**src/rtl/dpmem_be.sv**
```systemverilog
// Single-clock simple-dual-port RAM with per-lane write enables.
// Also has read-during-write mode select, optional output register and a post-reset clear.
module dpmem_be #(
    parameter int DW           = 16,
    parameter int LANE_W       = 4,
    parameter int AW           = 4,
    parameter int DEPTH        = 16,
    parameter int RDW_MODE     = 0,
    parameter int OUT_REG      = 0,
    parameter int CLEAR_ON_RST = 1
) (
    input  logic                   clk,
    input  logic                   rst,
    output logic                   busy,
    input  logic                   re,
    input  logic [AW-1:0]          ra,
    output logic [DW-1:0]          rd,
    output logic                   rd_valid,
    input  logic                   we,
    input  logic [AW-1:0]          wa,
    input  logic [DW/LANE_W-1:0]   wbe,
    input  logic [DW-1:0]          wd
);

    localparam int NL = DW / LANE_W;
    localparam logic [AW:0]   DEPTH_W = (AW+1)'(DEPTH);
    localparam logic [AW-1:0] LAST    = AW'(DEPTH - 1);

    typedef enum logic {
        CLEAR,
        RUN
    } state_e;

    state_e          state_q, state_d;
    logic [AW-1:0]   cnt_q, cnt_d;
    logic            run;
    logic            wa_ok, ra_ok;

    logic            wr_en;
    logic [AW-1:0]   wr_addr;
    logic [NL-1:0]   wr_mask;
    logic [DW-1:0]   wr_data;

    logic [DW-1:0]   mem_q [DEPTH];

    logic            rd_fire;
    logic [DW-1:0]   rdata;
    logic [DW-1:0]   rd1_q, rd1_d;
    logic            v1_q, v1_d;

    assign run   = (state_q == RUN);
    assign busy  = ~run;
    assign wa_ok = ({1'b0, wa} < DEPTH_W);
    assign ra_ok = ({1'b0, ra} < DEPTH_W);

    always_comb begin
        state_d = state_q;
        cnt_d   = cnt_q;
        if (state_q == CLEAR) begin
            cnt_d = cnt_q + 1'b1;
            if (cnt_q == LAST) begin
                state_d = RUN;
                cnt_d   = '0;
            end
        end
    end

    always_ff @(posedge clk) begin
        if (rst) begin
            state_q <= (CLEAR_ON_RST != 0) ? CLEAR : RUN;
            cnt_q   <= '0;
        end else begin
            state_q <= state_d;
            cnt_q   <= cnt_d;
        end
    end

    // The clear sequencer borrows the write port while busy.
    always_comb begin
        wr_en   = 1'b0;
        wr_addr = wa;
        wr_mask = wbe;
        wr_data = wd;
        if (!rst) begin
            if (!run) begin
                wr_en   = 1'b1;
                wr_addr = cnt_q;
                wr_mask = '1;
                wr_data = '0;
            end else if (we && wa_ok) begin
                wr_en = 1'b1;
            end
        end
    end

    always_ff @(posedge clk) begin
        if (wr_en) begin
            for (int i = 0; i < NL; i++) begin
                if (wr_mask[i]) begin
                    mem_q[wr_addr][i*LANE_W +: LANE_W] <= wr_data[i*LANE_W +: LANE_W];
                end
            end
        end
    end

    assign rd_fire = run & re;

    always_comb begin
        rdata = '0;
        if (ra_ok) begin
            rdata = mem_q[ra];
            // Same-address write bypass: enabled lanes see the incoming data.
            if ((RDW_MODE != 0) && we && (wa == ra)) begin
                for (int i = 0; i < NL; i++) begin
                    if (wbe[i]) begin
                        rdata[i*LANE_W +: LANE_W] = wd[i*LANE_W +: LANE_W];
                    end
                end
            end
        end
    end

    always_comb begin
        rd1_d = rd1_q;
        v1_d  = rd_fire;
        if (rd_fire) begin
            rd1_d = rdata;
        end
    end

    always_ff @(posedge clk) begin
        if (rst) begin
            rd1_q <= '0;
            v1_q  <= 1'b0;
        end else begin
            rd1_q <= rd1_d;
            v1_q  <= v1_d;
        end
    end

    if (OUT_REG != 0) begin : g_oreg
        logic [DW-1:0] rd2_q, rd2_d;
        logic          v2_q, v2_d;

        always_comb begin
            rd2_d = v1_q ? rd1_q : rd2_q;
            v2_d  = v1_q;
        end

        always_ff @(posedge clk) begin
            if (rst) begin
                rd2_q <= '0;
                v2_q  <= 1'b0;
            end else begin
                rd2_q <= rd2_d;
                v2_q  <= v2_d;
            end
        end

        assign rd       = rd2_q;
        assign rd_valid = v2_q;
    end else begin : g_nreg
        assign rd       = rd1_q;
        assign rd_valid = v1_q;
    end

endmodule
```
**config.mk**
```make
export PLATFORM = sky130hd
export DESIGN_NAME = dpmem_be
export DESIGN_NICKNAME = d
export VERILOG_FILES = /design/src/rtl/dpmem_be.sv
export SDC_FILE = /design/constraint.sdc
export NUM_CORES = 1
export LEC_CHECK = 0
export CORE_MARGIN = 1.5
export CORE_UTILIZATION = 60
export CTS_BUF_LIST = sky130_fd_sc_hd__clkbuf_4
export CTS_CLUSTER_DIAMETER = 120
export DETAILED_ROUTE_END_ITERATION = 8
export DONT_BUFFER_PORTS = 1
export GPL_ROUTABILITY_DRIVEN = 1
export GPL_TIMING_DRIVEN = 0
export PLACE_DENSITY = 0.76
export SLEW_MARGIN = 15
export SYNTH_ARGS = -nofsm -noshare
export SYNTH_HDL_FRONTEND = slang
export SYNTH_SLANG_ARGS = --single-unit
```
**constraint.sdc**
```tcl
create_clock -name clk -period 3.3 [get_ports clk]
set_clock_uncertainty 0.2 [all_clocks]
set_input_delay 0.33 -clock clk [delete_from_list [all_inputs] [get_ports clk]]
set_output_delay 0.33 -clock clk [all_outputs]
set_load 0.01 [all_outputs]
```
==> results_dict.tcl <==
set metrics [dict create \
    shortest_period_the_worst_path_allows_ps 2970 \
    fillers 1150 \
    average_wire_length_per_cell_after_detail_routing_um 24.7 \
    number_of_antenna_violations_at_the_first_check_in_global_routing 1 \
    drv_slew 0 \
    routed-via-count 5888 \
    synth_most_common_cell "sky130_fd_sc_hd__edfxtp_1" \
    tightest_pin_transition_ps 1170 \
    synth_ff_type "sky130_fd_sc_hd__edfxtp_1" \
    cp.required_ps 3390 \
    cell_types_occupying_the_most_area_after_synthesis "sky130_fd_sc_hd__edfxtp_1 70%, sky130_fd_sc_hd__mux4_2 13%, sky130_fd_sc_hd__dfxtp_1 4.0%" \
    fp.dieH_um 138 \
    dp.final_hpwl_um 15700 \
    drc 0 \
    cts_root_buf "sky130_fd_sc_hd__clkbuf_4" \
    worstPathArrival_ps 3060 \
    synth_edf_count 256 \
    detail_route.first_pass.iterations 5 \
    synthesis_warnings 0 \
    total_power_mw 6.97 \
    critPathCaptureType "flop" \
    postSynthAreaPerCell_um2 18.6 \
    crit_buf_inv 1 \
    critPathLaunchType "flop" \
    path_class "flop to flop" \
    critPathMostFrequentCell "sky130_fd_sc_hd__nor2_1" \
    synth_compound_area_frac 0.0284 \
    final_area_mm2 0.0123 \
    floorplan.core_area_mm2 0.0180 \
    finalHoldViolCount 0 \
    detailedRoute.firstIterationViolations 570 \
    placedInstanceArea_mm2 0.0113 \
    cts_buffer_depth 3 \
    clock_insertion_delay_worst_skew_ps 660 \
    grt_max_degree 17 \
    first_global_vias 6163 \
    post_synth_num_cell_types 31 \
    first_pass_grt_wire_length_um 35100 \
    fmax_mhz 337 \
    cts_buffers 67 \
    wl_um 23700 \
    grt_setup_unrepaired "no" \
    grt-ovfl-total 0 \
    leakage_nw 4.13 \
    fin_crit_sh 0.900 \
    path_clk_slew_ps 70 \
    total_track_usage 0.254 \
    io_pins 50 \
    critical_path.slowest_cell "sky130_fd_sc_hd__mux2i_1" \
    power.density_mw_per_mm2 566 \
    asyncSetResetFlopFracSynth 0 \
    timing.hold.worst.class "primary input to flop" \
    place_inst 820 \
    netlist.area_leader.share 0.698 \
    syn-num-nets 624 \
    synth.cell_area_mm2 0.0110 \
    cpPeakStageDelay_ps 460 \
    row_cnt 49 \
    clock_tree_from_tritoncts "yes" \
    ys_top_cells_by_count "256 x sky130_fd_sc_hd__edfxtp_1, 69 x sky130_fd_sc_hd__nor2_1, 62 x sky130_fd_sc_hd__mux4_2, 26 x sky130_fd_sc_hd__nand2_1" \
    crit_path_cells "nor2_1, clkbuf_1, mux2i_1, nand2_1, nor2_1" \
    dieArea_mm2 0.0192 \
    synth_top_family_by_area "multiplexers" \
    ctsHtreeMaxLevel 3 \
    muxShareOfSynthArea 0.163 \
    yosys.area_share.simple 0.0541 \
    post_synth_fa_ha_maj_area_fraction 0.00114 \
    globalplace.congestion 0.849 \
    share_of_final_layout_standard_cells_stronger_than_drive_strength_1 0.275 \
    floorplan.initialDensity 0.613 \
    multi_input_comb_area_mm2 0.00273 \
    area_delta_synth_final_pct 11.9 \
    outcome "complete, no violations" \
    maxSlewHeadroom 0.218 \
    ys_ff_latch 278 \
    synth-xor-area-share 0.000796 \
    syn_inst 591 \
    post-synth-top-area-cell "sky130_fd_sc_hd__edfxtp_1" \
    seq_area_mm2 0.00813 \
    numPortBuffers 0 \
    die_w_um 138 \
    drt.antenna.violating_nets 0 \
    finalCoreUtilization 0.686 \
    finish.cell_count_without_fillers 958 \
    post-cts-setup-buffers 0 \
    fin_setup_tns_ps 0 \
    synth_seq_area_share 0.738 \
    worstPathMaxFanout 10 \
    avgViaCountPerCell 6.15 \
    maxCapViolCount 0 \
    nNetsFinal 712 \
    peakVddDrop_uv 343 \
    clock_sinks 278 \
    critPathTopFamily "simple AND/OR/NAND/NOR gates" \
    setup_violations 0 \
]
-- state kept, by name, indices dropped and copies added, names as in the netlist --
register,count
mem_q,256
cnt_q,4
run,1
rd,16
rd_valid,1
-- path summary, 6_finish.rpt --
| path | from | end | slack [ps] | cells after the start |
|---|---|---|---|---|
| max | run | mem_q[3][15] | 330 | 5 |
| min | wd[14] | mem_q[6][14] | 30 | 1 |
| max reg2reg | run | mem_q[3][15] | 330 | 5 |
| min reg2reg | cnt_q[3] | cnt_q[3] | 360 | 2 |
-- placed cells by master (no fill, tap or decap), types with 18 or more instances in the layout --
master                            n
sky130_fd_sc_hd__nand2_1         26
sky130_fd_sc_hd__edfxtp_1       256
sky130_fd_sc_hd__nor2_1          69
sky130_fd_sc_hd__mux4_2          62
sky130_fd_sc_hd__o21ai_0         19
sky130_fd_sc_hd__dlygate4sd3_1   19
sky130_fd_sc_hd__dfxtp_1         22
sky130_fd_sc_hd__nor2b_1         18
sky130_fd_sc_hd__mux2i_1         22
sky130_fd_sc_hd__clkbuf_4       102
-- worst register-to-register path, stage by stage, from the launching register on --
cell                       delay (ps)
sky130_fd_sc_hd__dfxtp_1          380
sky130_fd_sc_hd__nor2_1           330
sky130_fd_sc_hd__clkbuf_1         450
sky130_fd_sc_hd__mux2i_1          460
sky130_fd_sc_hd__nand2_1          340
sky130_fd_sc_hd__nor2_1           440
-- metrics by stage --
| stage | setup slack, ps | hold WS, ps |
|---|---|---|
| 2_1_floorplan | 1190 | 294 |
| 3_3_place_gp | 590 | 318 |
| 3_5_place_dp | 449 | 343 |
| 4_1_cts | 429 | 6.96 |
| 5_1_grt | 168 | 37.6 |
| 6_report | 329 | 31.0 |
-- cell type report --
type,count,area share
diodes,1,0.000203
plain buffers,30,0.0123
clock buffers,102,0.0622
clock inverters,16,0.00498
inverters,1,0.000305
multi-input cells,282,0.222
flip-flops and latches,278,0.660
well taps,229,0.0233
repair buffers,19,0.0154
-- routing by layer --
metal  track usage  up-vias  part of all wire
met2         0.430      299              0.52
li1              -     2572                 -
met3        0.0669       54             0.079
met4         0.110        0             0.029
met5             0        -                 0
met1         0.311     2963              0.37
-- logic make-up (layout without fill, tap and decap cells) --
family / after synthesis / in the layout
other: 0 / 1
XOR/XNOR: 1 / 1
AO/OA/AOI/OAI: 50 / 50
adder cells (fa/ha/maj): 1 / 1
multiplexers: 100 / 100
buffers and inverters: 31 / 168
flip-flops: 278 / 278
AND/OR/NAND/NOR: 130 / 130
-- timing repair --
item	4_1_cts	5_1_grt
resized for setup	0	0
hold buffers	18	1
endpoints found under the hold margin	166	16
-- where the power goes --
part | switching [mW] | internal (mW)
logic | 0.238 | 0.155
clock network | 1.25 | 1.41
registers | 0.0165 | 3.90
No activity file was read; power rests on OpenSTA's default activity.
